[src/rtl/mem_phase_seq.sv]
// ============================================================================
// mem_phase_seq
// ----------------------------------------------------------------------------
// Initiator for the time-multiplexed instruction/data BRAM. A 4-cycle frame
// rotates a one-hot strobe through the BRAM ports:
//
//   P0: i1re  (instruction port 1 read)
//   P1: i2re  (instruction port 2 read)
//   P2: dre   (data read, plus the single data write when requested)
//   P3: gwe   (global write/turnaround slot)
//
// The core gets one request/response pair per frame. A request is taken on
// the edge that leaves IDLE or P3. Its fields are registered and held for the
// whole frame. The BRAM read data is captured one cycle after each strobe.
//
// Handshake: req_ready is high in IDLE/P3 while en is high. A request is
// consumed on any rising edge where req_valid && req_ready. rsp_valid is a
// single-cycle pulse with no back-pressure. rsp_i1/rsp_i2/rsp_d hold their
// values until the next accepted frame overwrites them.
//
// Ports
//   idclk, rst_n                      clock, asynchronous active-low reset
//   en                                run enable, sampled at frame boundary
//   req_valid / req_ready             request handshake
//   req_pc1, req_pc2                  instruction addresses
//   req_draddr, req_dwaddr            data read / write addresses
//   req_wdata, req_we                 data write value / write request
//   i1re, i2re, dre, gwe              one-hot phase strobes to BRAM
//   i1addr, i2addr, draddr, dwaddr    BRAM addresses (frame-stable)
//   din, dwe                          BRAM write data / write enable
//   i1out, i2out, dout                BRAM read data
//   rsp_valid, rsp_i1, rsp_i2, rsp_d  response pulse and captured words
//   dbg_state                         current FSM state (IDLE=0, P0..P3=1..4)
// ============================================================================
module mem_phase_seq #(
    parameter int WORD_SIZE = 16,
    parameter int IADDR_W   = 16,
    parameter int DADDR_W   = 3
) (
    input  logic                 idclk,
    input  logic                 rst_n,
    input  logic                 en,

    input  logic                 req_valid,
    output logic                 req_ready,
    input  logic [IADDR_W-1:0]   req_pc1,
    input  logic [IADDR_W-1:0]   req_pc2,
    input  logic [DADDR_W-1:0]   req_draddr,
    input  logic [DADDR_W-1:0]   req_dwaddr,
    input  logic [WORD_SIZE-1:0] req_wdata,
    input  logic                 req_we,

    output logic                 i1re,
    output logic                 i2re,
    output logic                 dre,
    output logic                 gwe,
    output logic [IADDR_W-1:0]   i1addr,
    output logic [IADDR_W-1:0]   i2addr,
    output logic [DADDR_W-1:0]   draddr,
    output logic [DADDR_W-1:0]   dwaddr,
    output logic [WORD_SIZE-1:0] din,
    output logic                 dwe,
    input  logic [15:0]          i1out,
    input  logic [15:0]          i2out,
    input  logic [WORD_SIZE-1:0] dout,

    output logic                 rsp_valid,
    output logic [15:0]          rsp_i1,
    output logic [15:0]          rsp_i2,
    output logic [WORD_SIZE-1:0] rsp_d,

    output logic [2:0]           dbg_state
);

    typedef enum logic [2:0] {
        S_IDLE = 3'd0,
        S_P0   = 3'd1,
        S_P1   = 3'd2,
        S_P2   = 3'd3,
        S_P3   = 3'd4
    } state_t;

    state_t state;
    state_t state_nxt;

    // Set for the frame that carries an accepted request. It gates the
    // captures and the response pulse.
    logic   frame_act;
    // Write request that was latched with the current frame.
    logic   wr_flag;

    logic   boundary;
    logic   accept;

    assign dbg_state = state;

    // A frame boundary is the edge that leaves IDLE or P3. en is only looked
    // at here, so dropping it mid-frame lets the frame finish.
    assign boundary  = (state == S_IDLE) || (state == S_P3);

    // rst_n is included so that ready stays low while reset is held, even
    // when en is already high.
    assign req_ready = boundary && en && rst_n;
    assign accept    = req_ready && req_valid;

    // The write shares the dre edge with the data read. A same-address read
    // in the same frame therefore returns the old contents.
    assign dwe       = wr_flag && (state == S_P2);

    // ------------------------------------------------------------------------
    // State register
    // ------------------------------------------------------------------------
    always_ff @(posedge idclk or negedge rst_n) begin
        if (!rst_n) begin
            state <= S_IDLE;
        end else begin
            state <= state_nxt;
        end
    end

    // ------------------------------------------------------------------------
    // Next state and phase strobes
    // ------------------------------------------------------------------------
    always_comb begin
        state_nxt = state;
        i1re      = 1'b0;
        i2re      = 1'b0;
        dre       = 1'b0;
        gwe       = 1'b0;
        case (state)
            S_IDLE: begin
                if (en) begin
                    state_nxt = S_P0;
                end
            end
            S_P0: begin
                i1re      = 1'b1;
                state_nxt = S_P1;
            end
            S_P1: begin
                i2re      = 1'b1;
                state_nxt = S_P2;
            end
            S_P2: begin
                dre       = 1'b1;
                state_nxt = S_P3;
            end
            S_P3: begin
                gwe       = 1'b1;
                state_nxt = en ? S_P0 : S_IDLE;
            end
            default: begin
                state_nxt = S_IDLE;
            end
        endcase
    end

    // ------------------------------------------------------------------------
    // Request latch. Addresses keep their old values through frames that have
    // no request. The write flag and the frame-active flag are refreshed at
    // every boundary, so an empty frame never writes or responds.
    // ------------------------------------------------------------------------
    always_ff @(posedge idclk or negedge rst_n) begin
        if (!rst_n) begin
            i1addr    <= '0;
            i2addr    <= '0;
            draddr    <= '0;
            dwaddr    <= '0;
            din       <= '0;
            wr_flag   <= 1'b0;
            frame_act <= 1'b0;
        end else if (boundary) begin
            wr_flag   <= accept && req_we;
            frame_act <= accept;
            if (accept) begin
                i1addr <= req_pc1;
                i2addr <= req_pc2;
                draddr <= req_draddr;
                dwaddr <= req_dwaddr;
                din    <= req_wdata;
            end
        end
    end

    // ------------------------------------------------------------------------
    // Response capture. The BRAM returns data one cycle after each strobe, so
    // each word is taken at the end of the phase that follows its strobe.
    // The response pulse covers the cycle after P3.
    // ------------------------------------------------------------------------
    always_ff @(posedge idclk or negedge rst_n) begin
        if (!rst_n) begin
            rsp_valid <= 1'b0;
            rsp_i1    <= '0;
            rsp_i2    <= '0;
            rsp_d     <= '0;
        end else begin
            rsp_valid <= (state == S_P3) && frame_act;
            if (frame_act) begin
                if (state == S_P1) begin
                    rsp_i1 <= i1out;
                end
                if (state == S_P2) begin
                    rsp_i2 <= i2out;
                end
                if (state == S_P3) begin
                    rsp_d <= dout;
                end
            end
        end
    end

endmodule
[config.mk]
export PLATFORM = sky130hd
export DESIGN_NAME = mem_phase_seq
export DESIGN_NICKNAME = d
export VERILOG_FILES = /design/src/rtl/mem_phase_seq.sv
export SDC_FILE = /design/constraint.sdc
export NUM_CORES = 1
export LEC_CHECK = 0
export ABC_CLOCK_PERIOD_IN_PS = 2100
export CORE_UTILIZATION = 40
export DETAILED_ROUTE_END_ITERATION = 6
export PLACE_DENSITY = 0.8
export SLEW_MARGIN = 0
export SYNTH_ARGS = -nofsm -noshare
export SYNTH_HDL_FRONTEND = slang
export SYNTH_SLANG_ARGS = --single-unit
[constraint.sdc]
create_clock -name idclk -period 2.1 [get_ports idclk]
set_input_delay 0.21 -clock idclk [delete_from_list [all_inputs] [get_ports idclk]]
set_output_delay 0.21 -clock idclk [all_outputs]
set_load 0.02 [all_outputs]
==> impl_metrics.tcl, run 1 <==
set metrics [dict create \
    timing_worst_slew_pin_value_ns 0.702 \
    total_congestion_overflow 0 \
    number_of_antenna_violations_at_the_first_check_in_global_routing 0 \
    drv.max_cap_violation_count 0 \
    number_of_global_route_vias_before_repair 3032 \
    critical_path.endpoint_type "primary output" \
    post_layout_nonfiller_instances 612 \
    cts_inserted_buffers 9 \
    r2r.worst_path.cells 5 \
    grtUsageTotal_pct 18.0 \
    layout.cells.most_common "clkdlybuf4s50_1" \
    route.detailed.wl_per_inst_um 16.1 \
    period_utilisation_layout_pct 95.4 \
    grt_max_degree 57 \
    sequential_to_total_area_share_from_yosys_stat_pct 62.6 \
    area_growth_pct 57.9 \
    outcome "completed" \
    site_row_count 37 \
    origin_of_the_critical_flop_to_flop_path "dbg_state[0]$_DFFE_PN0P_" \
    dr_total_vias 2844 \
    worst_skew_pair.late_latency_ns 0.35 \
    critical_path.max_fanout 8 \
    max_freq_mhz 499 \
    timing.final.setup_violations 0 \
    layout.area.seq_um2 2700 \
    layout.cells.most_common_list "213 x clkdlybuf4s50_1, 107 x dfrtp_1, 51 x mux2_2" \
    htreeDepth 3 \
    synthDistinctLibCells 25 \
    post_cts_buffers 0 \
    root_buffer "clkbuf_8" \
    n_antenna_cell 0 \
    clock_sink_count 108 \
    postSynthCellCount 246 \
    yosys_register_bits 108 \
    drtIter0Drc 61 \
    finish.net_count 578 \
    design.core.area_um2 10400 \
    synthesis.nets 353 \
    synth.cell_area_um2 4310 \
    wire_length_of_the_first_global_routing_pass_um 15700 \
    worst_ep_arrival_time_ns 1.79 \
    crit_required_ns 1.89 \
    detail-route-antenna-nets 0 \
    vdd_drop_max_mv 0.693 \
    synth_top_area_share_pct 62.6 \
    slack_of_the_worst_reg_to_reg_path_ns 0.39 \
    hpwlAfterDp_um 7490 \
    remaining_drc_errors 0 \
    clock_transition_time_at_the_flip_flop_clock_pins_of_the_worst_setup_and_hold_paths_ns 0.11 \
    grt_setup_unrepaired "no" \
    fp.dieW_um 106 \
    initial_core_util_pct 41.6 \
    floorplan.die.height_um 106 \
    drive_gt1_share_pct 26.9 \
    n_fill_cell 801 \
    worstSetupStartpointType "register" \
    post_synth.cell_area_avg_um2 17.5 \
    p_leak_uw 0.00306 \
    cts_max_path_buffers 2 \
    setup-tns-final_ns 0 \
    critPathKind "reg2out" \
    timing.max_slew.rel_slack_pct 53.2 \
    totalWireLength_um 9840 \
    first_pass_iters 4 \
    post_drt_via_cell_ratio 4.65 \
    final_hold_viol_count 0 \
    ys.warnings.count 0 \
    skew_ns 0.0127 \
    netlist.top_cell.by_area "dfrtp_1" \
    fp.dieArea_um2 11200 \
    design.portCount 219 \
    cts_tree "yes" \
    critical_path.reg2reg.endpoint "din[4]$_DFFE_PN0P_" \
    layout_min_cycle_time_ns 2.00 \
    place.port_buffers 218 \
    netlist_top_cells_area "dfrtp_1 63%, mux2_4 16%, mux2_2 13%, buf_6 2.3%, mux2_1 1.0%" \
    multiInputGateArea_um2 1490 \
    slew_violations 0 \
    power.density_nw_per_um2 1440 \
    timing.hold.worst.class "in2async" \
    place.detailed.instances 595 \
    routability_congestion_estimate 0.730 \
]
critical path, cell delays in order (launching register included):
cell,delay (ns)
dfrtp_1,0.43
buf_4,0.19
nor3b_1,0.18
clkdlybuf4s50_1,0.65
through the flow:
stage / area (µm²) / total power (µW) / utilization (%) / hold WS, ns / setup WS (ns)
2_1_floorplan: 4310 / 6200 / - / -0.0856 / 0.449
3_3_place_gp: 6620 / 8610 / 63.9 / 0.0826 / 0.349
3_5_place_dp: 6620 / 8740 / 63.9 / 0.0813 / 0.339
4_1_cts: 6810 / 9950 / 65.7 / 0.279 / 0.0552
5_1_grt: 6810 / 10300 / 65.7 / 0.289 / 0.00863
6_report: 6810 / 9810 / 65.7 / 0.274 / 0.0957
worst max path at each step:
| stage | from | end | slack [ns] |
|---|---|---|---|
| CTS | dbg_state[0]$_DFFE_PN0P_ | i2re | 0.06 |
| detailed placement | dbg_state[2]$_DFFE_PN0P_ | dwe | 0.34 |
| global route | dbg_state[0]$_DFFE_PN0P_ | i2re | 0.009 |
| global placement | dbg_state[2]$_DFFE_PN0P_ | dwe | 0.35 |
| floorplan | dbg_state[1]$_DFFE_PN0P_ | i2re | 0.45 |
| finish | dbg_state[0]$_DFFE_PN0P_ | i2re | 0.1 |
layout make-up:
| class | instances | share of cell area, % |
|---|---|---|
| sequential | 108 | 39.7 |
| timing repair buffer | 226 | 33.2 |
| multi-input combinational | 124 | 21.8 |
| tap | 136 | 2.50 |
| clock buffer | 10 | 2.02 |
| clock inverter | 6 | 0.661 |
| inverter | 2 | 0.110 |
logic make-up after synthesis:
group           after synthesis  synth area share [%]
compound gates                3                 0.348
xor+xnor                      1                 0.203
buf+inv                      14                  2.90
flops                       108                  62.6
mux                         103                  30.9
simple gates                 17                  2.96
state kept, by name, summed over array words and instances (netlist names):
signal and count:
dbg_state 3, din 16, draddr 3, dwaddr 3
frame_act 1, i1addr 16, i2addr 16, rsp_d 16
rsp_i1 16, rsp_i2 16, rsp_valid 1, wr_flag 1
routing by layer:
layer	routed length (µm)	part of all wire [%]	GRT usage, %
met4	161	1.6	5.26
met2	4980	51	31.4
met3	805	8.2	5.13
met5	0	0	0
met1	3890	40	21.6
where the power goes:
part	switching, µW	internal (µW)
clock network	698	476
logic	2180	2850
registers	569	3040
total	3450	6360
repair_timing:
item | CTS | global route
gates resized for setup | 5 | 0
setup endpoints to repair | 5 | 0
hold buffers | 1 | 0
endpoints found under the hold margin | 12 | 0
cell usage after synthesis:
library cell,instances
and2b_2,1
nor2_1,2
buf_6,9
nand3_4,1
dfrtp_1,108
mux2_4,47
inv_1,2
nand4_1,1
buf_4,1
mux2i_1,1
xnor2_1,1
nor2b_1,1
and3_1,3
nor2_4,1
mux2_1,4
mux2_2,51
nand2_1,1
nor3_4,1
nor3b_1,1
clkbuf_1,1
nor3_1,1
buf_2,1
and2_1,2
nand2_2,1
o21ai_0,3
No activity file was read; power rests on OpenSTA's default activity.
==> run 2: changes to the inputs <==
--- a/config.mk
+++ b/config.mk
@@ -5,7 +5,6 @@
 export SDC_FILE = /design/constraint.sdc
 export NUM_CORES = 1
 export LEC_CHECK = 0
-export ABC_CLOCK_PERIOD_IN_PS = 2100
 export CORE_UTILIZATION = 40
 export DETAILED_ROUTE_END_ITERATION = 6
 export PLACE_DENSITY = 0.8
==> results of run 2 <==
Same layout as run 1: the final DEF is identical, and so are final timing and power.
